[config.mk]
export PLATFORM = sky130hd
export DESIGN_NAME = uart_frame_ctrl_flat
export DESIGN_NICKNAME = d
export VERILOG_FILES = /design/src/rtl/uart_frame_ctrl_if.sv /design/src/rtl/uart_frame_ctrl.sv /design/src/flat_wrapper.sv
export SDC_FILE = /design/constraint.sdc
export NUM_CORES = 1
export LEC_CHECK = 0
export ABC_AREA = 1
export BUFFER_PORTS_ARGS = -buffer_cell sky130_fd_sc_hd__buf_2
export CAP_MARGIN = 0
export CORE_MARGIN = 2
export CORE_UTILIZATION = 35
export CTS_CLUSTER_SIZE = 14
export DETAILED_ROUTE_END_ITERATION = 6
export SLEW_MARGIN = 20
export SYNTH_ARGS = -nofsm -noshare
export SYNTH_HDL_FRONTEND = slang
export SYNTH_SLANG_ARGS = --single-unit
[constraint.sdc]
create_clock -name i_clk -period 2.75 [get_ports i_clk]
set_input_delay 0.55 -clock i_clk [delete_from_list [all_inputs] [get_ports i_clk]]
set_output_delay 0.55 -clock i_clk [all_outputs]
set_load 0.02 [all_outputs]
[src/rtl/uart_frame_ctrl_if.sv]
// Byte-stream input and frame-result output bundle for uart_frame_ctrl.
// The slave modport is the controller side; the master modport drives bytes and observes results.
interface uart_frame_ctrl_if #(
   parameter int unsigned ADDR_W = 4
);
   logic              i_rx_done;
   logic [7:0]        i_rx_data;
   logic              o_wr_en;
   logic [ADDR_W-1:0] o_wr_addr;
   logic [7:0]        o_wr_data;
   logic              o_frame_valid;
   logic [7:0]        o_frame_cmd;
   logic [7:0]        o_frame_len;
   logic              o_frame_err;
   logic [1:0]        o_err_code;
   logic              o_busy;

   modport master (
      output i_rx_done, i_rx_data,
      input  o_wr_en, o_wr_addr, o_wr_data, o_frame_valid, o_frame_cmd, o_frame_len,
             o_frame_err, o_err_code, o_busy
   );

   modport slave (
      input  i_rx_done, i_rx_data,
      output o_wr_en, o_wr_addr, o_wr_data, o_frame_valid, o_frame_cmd, o_frame_len,
             o_frame_err, o_err_code, o_busy
   );
endinterface

[src/rtl/uart_frame_ctrl.sv]
// Sequences UART bytes into SYNC/CMD/LEN/payload/CHK frames, writes payload bytes out,
// and reports each frame as valid or errored, with a byte-gap timeout inside a frame.
module uart_frame_ctrl #(
   parameter logic [7:0]  SYNC_BYTE    = 8'hA5,
   parameter int unsigned MAX_LEN      = 16,
   parameter int unsigned ADDR_W       = 4,
   parameter int unsigned TIMEOUT_CLKS = 5000
) (
   input logic              i_clk,
   input logic              i_rst,
   uart_frame_ctrl_if.slave bus_io
);
   typedef enum logic [2:0] {
      StIdle,
      StGetCmd,
      StGetLen,
      StGetPayload,
      StGetChk
   } state_e;

   localparam logic [15:0] GapLast = 16'(TIMEOUT_CLKS - 1);

   state_e            state_q;
   logic [7:0]        cmd_q;
   logic [7:0]        len_q;
   logic [7:0]        chk_q;
   logic [ADDR_W-1:0] idx_q;
   logic [15:0]       gap_q;
   logic              wr_en_q;
   logic [ADDR_W-1:0] wr_addr_q;
   logic [7:0]        wr_data_q;
   logic              frame_valid_q;
   logic [7:0]        frame_cmd_q;
   logic [7:0]        frame_len_q;
   logic              frame_err_q;
   logic [1:0]        err_code_q;
   logic [7:0]        rx_byte;

   assign rx_byte = bus_io.i_rx_data;

   always_ff @(posedge i_clk or posedge i_rst) begin
      if (i_rst) begin
         state_q       <= StIdle;
         cmd_q         <= '0;
         len_q         <= '0;
         chk_q         <= '0;
         idx_q         <= '0;
         gap_q         <= '0;
         wr_en_q       <= 1'b0;
         wr_addr_q     <= '0;
         wr_data_q     <= '0;
         frame_valid_q <= 1'b0;
         frame_cmd_q   <= '0;
         frame_len_q   <= '0;
         frame_err_q   <= 1'b0;
         err_code_q    <= '0;
      end else begin
         wr_en_q       <= 1'b0;
         frame_valid_q <= 1'b0;
         frame_err_q   <= 1'b0;

         if (state_q == StIdle || bus_io.i_rx_done) gap_q <= '0;
         else                                      gap_q <= gap_q + 16'd1;

         // A byte arriving on the timeout cycle takes priority over the timeout.
         if (bus_io.i_rx_done) begin
            unique case (state_q)
               StIdle: begin
                  if (rx_byte == SYNC_BYTE) state_q <= StGetCmd;
               end
               StGetCmd: begin
                  cmd_q   <= rx_byte;
                  chk_q   <= rx_byte;
                  state_q <= StGetLen;
               end
               StGetLen: begin
                  chk_q <= chk_q ^ rx_byte;
                  len_q <= rx_byte;
                  idx_q <= '0;
                  if (32'(rx_byte) > MAX_LEN) begin
                     frame_err_q <= 1'b1;
                     err_code_q  <= 2'b01;
                     state_q     <= StIdle;
                  end else if (rx_byte == 8'd0) begin
                     state_q <= StGetChk;
                  end else begin
                     state_q <= StGetPayload;
                  end
               end
               StGetPayload: begin
                  wr_en_q   <= 1'b1;
                  wr_addr_q <= idx_q;
                  wr_data_q <= rx_byte;
                  chk_q     <= chk_q ^ rx_byte;
                  if (8'(idx_q) == len_q - 8'd1) state_q <= StGetChk;
                  else                           idx_q   <= idx_q + 1'b1;
               end
               StGetChk: begin
                  if (rx_byte == chk_q) begin
                     frame_valid_q <= 1'b1;
                     frame_cmd_q   <= cmd_q;
                     frame_len_q   <= len_q;
                  end else begin
                     frame_err_q <= 1'b1;
                     err_code_q  <= 2'b10;
                  end
                  state_q <= StIdle;
               end
               default: state_q <= StIdle;
            endcase
         end else if (state_q != StIdle && gap_q == GapLast) begin
            frame_err_q <= 1'b1;
            err_code_q  <= 2'b11;
            state_q     <= StIdle;
         end
      end
   end

   assign bus_io.o_wr_en       = wr_en_q;
   assign bus_io.o_wr_addr     = wr_addr_q;
   assign bus_io.o_wr_data     = wr_data_q;
   assign bus_io.o_frame_valid = frame_valid_q;
   assign bus_io.o_frame_cmd   = frame_cmd_q;
   assign bus_io.o_frame_len   = frame_len_q;
   assign bus_io.o_frame_err   = frame_err_q;
   assign bus_io.o_err_code    = err_code_q;
   assign bus_io.o_busy        = (state_q != StIdle);
endmodule

[src/flat_wrapper.sv]
// flat-port wrapper written by rule: the top's interface ports become plain ports
module uart_frame_ctrl_flat 
#(
   parameter logic [7:0]  SYNC_BYTE    = 8'hA5,
   parameter int unsigned MAX_LEN      = 16,
   parameter int unsigned ADDR_W       = 4,
   parameter int unsigned TIMEOUT_CLKS = 5000
)
  (i_clk, i_rst, bus_io_i_rx_done, bus_io_i_rx_data, bus_io_o_wr_en, bus_io_o_wr_addr, bus_io_o_wr_data, bus_io_o_frame_valid, bus_io_o_frame_cmd, bus_io_o_frame_len, bus_io_o_frame_err, bus_io_o_err_code, bus_io_o_busy);
  uart_frame_ctrl_if #(.ADDR_W(ADDR_W)) bus_io_i ();
  input logic i_clk;
  input logic i_rst;
  input wire logic [$bits(bus_io_i.i_rx_done)-1:0] bus_io_i_rx_done;
  input wire logic [$bits(bus_io_i.i_rx_data)-1:0] bus_io_i_rx_data;
  output wire logic [$bits(bus_io_i.o_wr_en)-1:0] bus_io_o_wr_en;
  output wire logic [$bits(bus_io_i.o_wr_addr)-1:0] bus_io_o_wr_addr;
  output wire logic [$bits(bus_io_i.o_wr_data)-1:0] bus_io_o_wr_data;
  output wire logic [$bits(bus_io_i.o_frame_valid)-1:0] bus_io_o_frame_valid;
  output wire logic [$bits(bus_io_i.o_frame_cmd)-1:0] bus_io_o_frame_cmd;
  output wire logic [$bits(bus_io_i.o_frame_len)-1:0] bus_io_o_frame_len;
  output wire logic [$bits(bus_io_i.o_frame_err)-1:0] bus_io_o_frame_err;
  output wire logic [$bits(bus_io_i.o_err_code)-1:0] bus_io_o_err_code;
  output wire logic [$bits(bus_io_i.o_busy)-1:0] bus_io_o_busy;
  assign bus_io_i.i_rx_done = bus_io_i_rx_done;
  assign bus_io_i.i_rx_data = bus_io_i_rx_data;
  assign bus_io_o_wr_en = bus_io_i.o_wr_en;
  assign bus_io_o_wr_addr = bus_io_i.o_wr_addr;
  assign bus_io_o_wr_data = bus_io_i.o_wr_data;
  assign bus_io_o_frame_valid = bus_io_i.o_frame_valid;
  assign bus_io_o_frame_cmd = bus_io_i.o_frame_cmd;
  assign bus_io_o_frame_len = bus_io_i.o_frame_len;
  assign bus_io_o_frame_err = bus_io_i.o_frame_err;
  assign bus_io_o_err_code = bus_io_i.o_err_code;
  assign bus_io_o_busy = bus_io_i.o_busy;
  uart_frame_ctrl #(.SYNC_BYTE(SYNC_BYTE), .MAX_LEN(MAX_LEN), .ADDR_W(ADDR_W), .TIMEOUT_CLKS(TIMEOUT_CLKS)) u_core (.i_clk(i_clk), .i_rst(i_rst), .bus_io(bus_io_i));
endmodule
==> PnR_summary.wiki, run 1 <==
{| class="wikitable"
! Metric !! Value
|-
| RSZ-0062 raised after global routing || false
|-
| RePlAce Congestion || ~0.8
|-
| Adder-cell share of the synthesized area || less than 1%
|-
| Placed Area || about 4100 sq um
|-
| Area share of the largest cell type after synthesis || 52.9%
|-
| Slew at the pin closest to its max-slew limit || between 0.5 and 0.6 ns
|-
| Fin area || about 4400 sq um
|-
| Initial core utilization || ~36%
|-
| Max Root-Sink Buffers || 2
|-
| Final setup violation count || 0
|-
| Number of hold violations in the final report || 0
|-
| Yosys reg bits || 80
|-
| Number of antenna violations at the first check in global routing || 0
|-
| Final count of pins violating max slew || 0
|-
| Cell type contributing the most total cell area after synthesis || sky130_fd_sc_hd__dfrtp_1
|-
| Global route total overflow || 0
|-
| Top cells by area, synth || sky130_fd_sc_hd__dfrtp_1 (53%), sky130_fd_sc_hd__nand2_1 (13%), sky130_fd_sc_hd__inv_1 (4.4%)
|-
| Largest family of logic cells by synthesized area || simple AND/OR/NAND/NOR gates
|-
| Post-Synthesis Net Count || ~460
|-
| Cell Pwr Density || around 900 nW/um^2
|-
| Most common cell after layout, fill and taps aside || sky130_fd_sc_hd__nand2_1
|-
| Result of the run || completed
|-
| Die area || 11700 sq um
|-
| Pre-antenna DRT Iters || 4
|-
| Fraction of layout instances using a drive strength above 1 || 17.7%
|-
| Final HPWL from detailed placement || between 6000 and 7000 um
|-
| Cell Chain, Critical Path || nor2_4 -> inv_1 -> or2_1 -> buf_2
|-
| Maximum achievable frequency || 479 MHz
|-
| Buffers on Ports || between 40 and 50
|-
| Async SR Flop Fraction || 100%
|-
| Final instance count without filler cells || between 600 and 700
|-
| Worst slew slack as a fraction of its limit || 66.4%
|-
| Count of unresolved DRC violations after routing || 0
|-
| Die Y-Extent || 108 um
|-
| CTS Sinks || 80
|-
| Number of I/O pins || 45
|-
| Area occupied by multi-input gates || between 1500 and 2000 sq um
|-
| Required time at the worst-slack endpoint || 2.20 ns
|-
| Leading cell types in the layout, fill and taps excluded || sky130_fd_sc_hd__nand2_1 (135), sky130_fd_sc_hd__dfrtp_1 (80), sky130_fd_sc_hd__buf_2 (44), sky130_fd_sc_hd__inv_1 (43), sky130_fd_sc_hd__o21ai_0 (32)
|-
| Starting DRT DRC Count || roughly 170
|-
| H-tree depth || 3
|-
| Largest fanout of any net on the critical path || 5
|-
| Area fraction in compound gates after synthesis || ~8.6%
|-
| Critical setup path kind || register to primary output
|-
| Vias || between 2000 and 3000
|-
| Total Neg Setup Slack || 0 ns
|-
| Worst min path class || input pin to async pin
|-
| GRT Total Usage || ~16%
|-
| Number of maximum-capacitance violations || 0
|-
| Post-Route Skew || between 0.015 and 0.02 ns
|-
| Signed area change from the synthesized netlist to the final layout || 15.1%
|-
| Crit start category || register
|-
| Number of fill cells in the layout || about 1000
|-
| Mapped cell area || roughly 3800 sq um
|-
| Unique cell type count in the Yosys netlist || 30
|-
| Number of flops mapped to enable cells by yosys || 0
|-
| Part of the Yosys area used for sequential elements || a little over half
|-
| Simple-gate portion of the synthesized area || roughly a quarter
|-
| Chip width || between 100 and 150 um
|-
| Maximum single-stage delay on the critical path || roughly 0.42 ns
|-
| Detailed Route WL || around 8300 um
|-
| Clock period minus final worst setup slack || approximately 2.1 ns
|-
| Post-synthesis mux area share || 0%
|-
| IR Drop Worst-Case VDD || 0.000356 V
|-
| Number of buffers added for setup after CTS || 0
|-
| Post-CTS sizing || 0
|-
| Insertion delay of the later-clocked pin in the worst-skew pair || 0.37 ns
|-
| CTS hold repair buffers || 0
|-
| CTS clock-pin slew for the worst setup and hold paths || ~0.10 ns
|-
| Net count of the finished layout || 507
|-
| TritonCTS clock tree || built
|-
| Xor and xnor fraction of the mapped netlist area || roughly 4.4%
|-
| Maximum number of pins on one net before global-route repair || 40
|-
| Vias in the first global route || just under 3000
|-
| Avg Synthesized Cell Area || 8.55 sq um
|-
| Wire length of the first global-routing pass || around 14000 um
|-
| Core Box Area || 10400 sq um
|-
| Clock Root Buffer || sky130_fd_sc_hd__clkbuf_8
|-
| Number of nets still failing antenna checks after routing || 0
|-
| N_diodes || 0
|-
| Core Rows || 37
|-
| Capturing element type of the critical path || primary output
|-
| Arrival time of data at the critical path endpoint || roughly 1.5 ns
|-
| Number of buffers created by CTS || 9
|-
| Share of the clock period used by the worst path after layout || around three quarters
|-
| Per-cell routed wire length || roughly 13 um
|-
| Critical Path Slowest Stage Cell || sky130_fd_sc_hd__dfrtp_1
|-
| Leakage component of the power || ~2.2 nW
|-
| Reg area || 2000 sq um
|-
| Ys flop type || sky130_fd_sc_hd__dfrtp_1
|-
| DR vias/cell || ~4.7
|-
| Yosys warns || 0
|-
| Cells after Synth || ~440
|-
| DP Cell Count || 618
|}
-- power by group --
group | switching, mW | internal (mW)
Sequential | 0.202 | 1.47
Clock | 0.479 | 0.438
Combinational | 0.869 | 0.446
-- worst max-delay path: cells and delay by family, from the launching register on --
kind	cells	cell delay [ns]
buf+inv	2	0.25
simple gates	2	0.51
flops	1	0.42
-- cells in the mapped netlist (5+ instances only) --
cell                      number
sky130_fd_sc_hd__a21oi_1      11
sky130_fd_sc_hd__xor2_1       14
sky130_fd_sc_hd__inv_2         6
sky130_fd_sc_hd__inv_1        44
sky130_fd_sc_hd__nor2_1       23
sky130_fd_sc_hd__xnor2_1       5
sky130_fd_sc_hd__nor3_1        9
sky130_fd_sc_hd__nand3_1      22
sky130_fd_sc_hd__nand2_1     135
sky130_fd_sc_hd__o21ai_1      16
sky130_fd_sc_hd__dfrtp_1      80
sky130_fd_sc_hd__o21ai_0      32
sky130_fd_sc_hd__nand4_1      12
-- state kept, by name (all words and copies together) (netlist names), 3 cells and up --
signal / flops
u_core.cmd_q: 8
u_core.idx_q: 4
u_core.bus_io.o_frame_len: 8
u_core.len_q: 8
u_core.chk_q: 8
u_core.state_q: 3
u_core.bus_io.o_wr_addr: 4
u_core.gap_q: 16
u_core.bus_io.o_frame_cmd: 8
u_core.bus_io.o_wr_data: 8
-- logic make-up after synthesis --
kind of cell | after synthesis
and+or+nand+nor | 219
adders and majority gates | 3
xor gates and xnor gates | 19
DFF | 80
AOI/OAI and AO/OA | 62
buffers and inverters | 60
-- cell type report --
cell class,count,share of cell area [%]
Sequential cell,80,46.0
Inverter,52,4.57
Timing Repair Buffer,47,5.86
Tap cell,136,3.91
Multi-Input combinational cell,303,34.9
Clock buffer,9,2.84
Clock inverter,7,1.95
-- routing by layer --
layer  wire length [um]  GRT usage, %  up-vias
met4                131          4.95        0
met2               3980          25.2       52
met3                299          4.22        9
met5                  0             0        -
met1               3930          20.6     1414
li1                   -             -     1513
-- final timing paths --
check | endpoint | slack (ns) | from | cells after the start
worst min-delay path | u_core.bus_io.o_frame_len[4] | 0.18 | i_rst | 2
worst max-delay path | bus_io_o_busy | 0.66 | u_core.state_q[1] | 4
worst min register to register | u_core.gap_q[0] | 0.47 | u_core.gap_q[0] | 1
worst max register to register | u_core.bus_io.o_frame_cmd[6] | 0.85 | u_core.state_q[1] | 7
max in group asynchronous | u_core.cmd_q[3] | 1.99 | i_rst | 3
min in group i_clk | u_core.gap_q[0] | 0.47 | u_core.gap_q[0] | 1
-- per-stage QoR --
| stage | worst slack (ns) | total power, mW | utilization, % | hold slack, ns |
|---|---|---|---|---|
| after floorplan | 0.148 | 2.69 | - | 0.432 |
| after global placement | 0.683 | 3.00 | 39.8 | 0.447 |
| after detailed placement | 0.619 | 3.02 | 39.8 | 0.461 |
| after CTS | 0.645 | 3.96 | 41.8 | 0.185 |
| after global routing | 0.574 | 4.23 | 41.8 | 0.206 |
| final | 0.663 | 3.91 | 41.8 | 0.181 |
(Power assumes the default switching activity.)
==> inputs of run 2 (changes only) <==
==> constraint.sdc (replaced) <==
create_clock -name i_clk -period 1.7 [get_ports i_clk]
set_input_delay 0.34 -clock i_clk [delete_from_list [all_inputs] [get_ports i_clk]]
set_output_delay 0.34 -clock i_clk [all_outputs]
set_load 0.02 [all_outputs]
==> PnR_summary.wiki, run 2 (synthesized netlist as in run 1, its figures left out) <==
{| class="wikitable"
! Metric !! Value
|-
| Proportion of power drawn by the clock network || 22.1% (-1.4 points)
|-
| TritonCTS clock tree || built
|-
| Post-Route Skew || 0.0154 ns (+0.000163 ns)
|-
| Leading cell types in the layout, fill and taps excluded || sky130_fd_sc_hd__nand2_1 (131), sky130_fd_sc_hd__dfrtp_1 (80), sky130_fd_sc_hd__buf_2 (43), sky130_fd_sc_hd__inv_1 (39), sky130_fd_sc_hd__o21ai_0 (31)
|-
| Cell Pwr Density || 1430 nW/um^2 (+60%)
|-
| Buffers on Ports || 44 (unchanged)
|-
| Die area || 11700 sq um (unchanged)
|-
| Count of unresolved DRC violations after routing || 0 (unchanged)
|-
| Fraction of layout instances using a drive strength above 1 || 25.3% (+7.7 points)
|-
| Critical setup path kind || register to primary output
|-
| CTS hold repair buffers || 0 (unchanged)
|-
| Number of antenna violations at the first check in global routing || 0 (unchanged)
|-
| CTS Sinks || 80 (unchanged)
|-
| Result of the run || completed
|-
| Most common cell after layout, fill and taps aside || sky130_fd_sc_hd__nand2_1
|-
| Clock Root Buffer || sky130_fd_sc_hd__clkbuf_8
|-
| Combinational share of power || 37.3% (+3.7 points)
|-
| Capturing element type of the critical path || primary output
|-
| Number of maximum-capacitance violations || 0 (unchanged)
|-
| Initial core utilization || 36.3% (unchanged)
|-
| RSZ-0062 raised after global routing || true
|-
| Fin area || 4660 sq um (+7.0%)
|-
| Die Y-Extent || 108 um (unchanged)
|-
| Max Root-Sink Buffers || 2 (unchanged)
|-
| Placed Area || 4240 sq um (+2.2%)
|-
| N_diodes || 0 (unchanged)
|-
| Setup Slack @ Placement || 0.0320 ns (-0.587 ns)
|-
| Worst r2r src || u_core.state_q[1]
|-
| Final HPWL from detailed placement || 5860 um (-4.4%)
|-
| Number of hold violations in the final report || 0 (unchanged)
|-
| Chip width || 108 um (unchanged)
|-
| Per-cell routed wire length || 13.2 um (+0.23%)
|-
| Pre-antenna DRT Iters || 4 (unchanged)
|-
| Worst min path class || input pin to async pin
|-
| H-tree depth || 3 (unchanged)
|-
| Number of I/O pins || 45 (unchanged)
|-
| Sw power || 2.61 mW (+69%)
|-
| Signed area change from the synthesized netlist to the final layout || 23.2%
|-
| CTS clock-pin slew for the worst setup and hold paths || 0.08 ns (-0.02 ns)
|-
| Number of flip-flops under the largest register name || 16 (unchanged)
|-
| Leakage component of the power || 2.34 nW (+6.9%)
|-
| Required time at the worst-slack endpoint || 1.36 ns (-0.84 ns)
|-
| IR Drop Worst-Case VDD || 0.000562 V (+58%)
|-
| Maximum number of pins on one net before global-route repair || 81 (+100%)
|-
| Maximum achievable frequency || approximately 590 MHz
|-
| Slew at the pin closest to its max-slew limit || 0.467 ns (-0.0361 ns)
|-
| Worst setup startpoint || u_core.state_q[1]
|-
| Core Rows || 37 (unchanged)
|-
| Share of the clock period used by the worst path after layout || a little under 100%
|-
| GRT Total Usage || 15.2% (-0.42 points)
|-
| Wire length of the first global-routing pass || 14000 um (-0.69%)
|-
| Register containing the most flip-flops in the final layout || u_core.gap_q
|-
| Min setup slack post-route || 0.00990 ns (-0.653 ns)
|-
| Number of nets still failing antenna checks after routing || 0 (unchanged)
|-
| Length in cells of the worst reg-to-reg path || 12 (+5)
|-
| Vias in the first global route || 2949 (+2.1%)
|-
| Global route total overflow || 0 (unchanged)
|-
| Total internal power || 4.07 mW (+72%)
|-
| Register share of total power || 40.7% (-2.2 points)
|-
| Starting DRT DRC Count || 229 (+32%)
|-
| Detailed Route WL || 8710 um (+4.5%)
|-
| Core Box Area || 10400 sq um (unchanged)
|-
| Switching share of power || 39.1% (-0.55 points)
|-
| Clock period minus final worst setup slack || ~1.7 ns
|-
| Vias || 3132 (+4.8%)
|-
| Crit start category || register
|-
| Final setup violation count || 0 (unchanged)
|-
| Worst-case hold slack || 0.0885 ns (-0.0921 ns)
|-
| Insertion delay of the later-clocked pin in the worst-skew pair || 0.36 ns (about the same)
|-
| Number of buffers created by CTS || 9 (unchanged)
|-
| DR vias/cell || 4.74 (+0.54%)
|-
| Final count of pins violating max slew || 0 (unchanged)
|-
| Worst slew slack as a fraction of its limit || 68.8% (+2.3 points)
|-
| Arrival time of data at the critical path endpoint || 1.35 ns (-0.19 ns)
|-
| RePlAce Congestion || 0.832 (+1.5%)
|-
| Largest fanout of any net on the critical path || 5 (unchanged)
|-
| Net count of the finished layout || 534 (+5.3%)
|}
==> run 2: changes by cell type in the layout (fill, tap and decap cells not counted), sizes merged <==
cell / change
buf: +25
clkinv: -3
clkinvlp: +2
inv: +3
==> run 2: worst max-delay path, cell delays in order (launching register included) <==
cell,delay [ns]
sky130_fd_sc_hd__dfrtp_1,0.43
sky130_fd_sc_hd__nor2_4,0.13
sky130_fd_sc_hd__inv_1,0.04
sky130_fd_sc_hd__or2_4,0.26
sky130_fd_sc_hd__buf_6,0.14
==> run 2: cell type report <==
| type | count | area (sq um) |
|---|---|---|
| clock buffers | 9 | 124 |
| clock inverters | 7 | 81.3 |
| fillers | 1044 | 5750 |
| inverters | 52 | 209 |
| multi-input cells | 303 | 1590 |
| flip-flops and latches | 80 | 2000 |
| well taps | 136 | 170 |
| repair buffers | 72 | 478 |
| repair inverters | 2 | 12.5 |
==> run 2: final timing paths <==
check                                              endpoint  slack, ns
worst max-delay path                          bus_io_o_busy       0.01
worst min-delay path                        u_core.idx_q[3]       0.09
worst max register to register   u_core.bus_io.o_wr_data[1]       0.04
worst min register to register  u_core.bus_io.o_err_code[0]       0.48
max in group asynchronous        u_core.bus_io.o_wr_addr[3]       1.27
min in group i_clk                          u_core.len_q[3]       0.29
==> run 2: what timing repair did <==
item                       in CTS  in global routing
cloned                          0                  2
resized for setup               3                 27
pin swaps                       1                  9
hold endpoints to repair        0                  0
setup buffers                   4                 11
setup endpoints to repair       1                 26
==> run 2: routing by layer <==
| layer | routed length, um | GRT usage, % | share of wire, % | vias up |
|---|---|---|---|---|
| met5 | 0 | 0 | 0 | - |
| met4 | 114 | 4.67 | 1.3 | 0 |
| met3 | 297 | 3.86 | 3.4 | 8 |
| met2 | 4280 | 24.2 | 49 | 44 |
| met1 | 4020 | 20.6 | 46 | 1508 |
| li1 | - | - | - | 1572 |
==> run 2: metrics by stage <==
| stage | utilization [%] | TNS (ns) | power [mW] | instances |
|---|---|---|---|---|
| after floorplan | - | 0 | 4.35 | 443 |
| after global placement | 40.7 | 0 | 4.90 | 628 |
| after detailed placement | 40.7 | 0 | 4.94 | 628 |
| after CTS | 43.0 | 0 | 6.54 | 648 |
| after global routing | 44.8 | -0.911 | 7.20 | 661 |
| final | 44.8 | 0 | 6.68 | 661 |
==> run 2: power groups by stage <==
stage	Combinational, mW	Sequential [mW]	Clock (mW)
3_5_place_dp	2.19	2.75	0
5_1_grt	2.82	2.77	1.61
2_1_floorplan	1.46	2.89	0
6_report	2.49	2.72	1.47
3_3_place_gp	2.15	2.74	0
4_1_cts	2.31	2.71	1.53
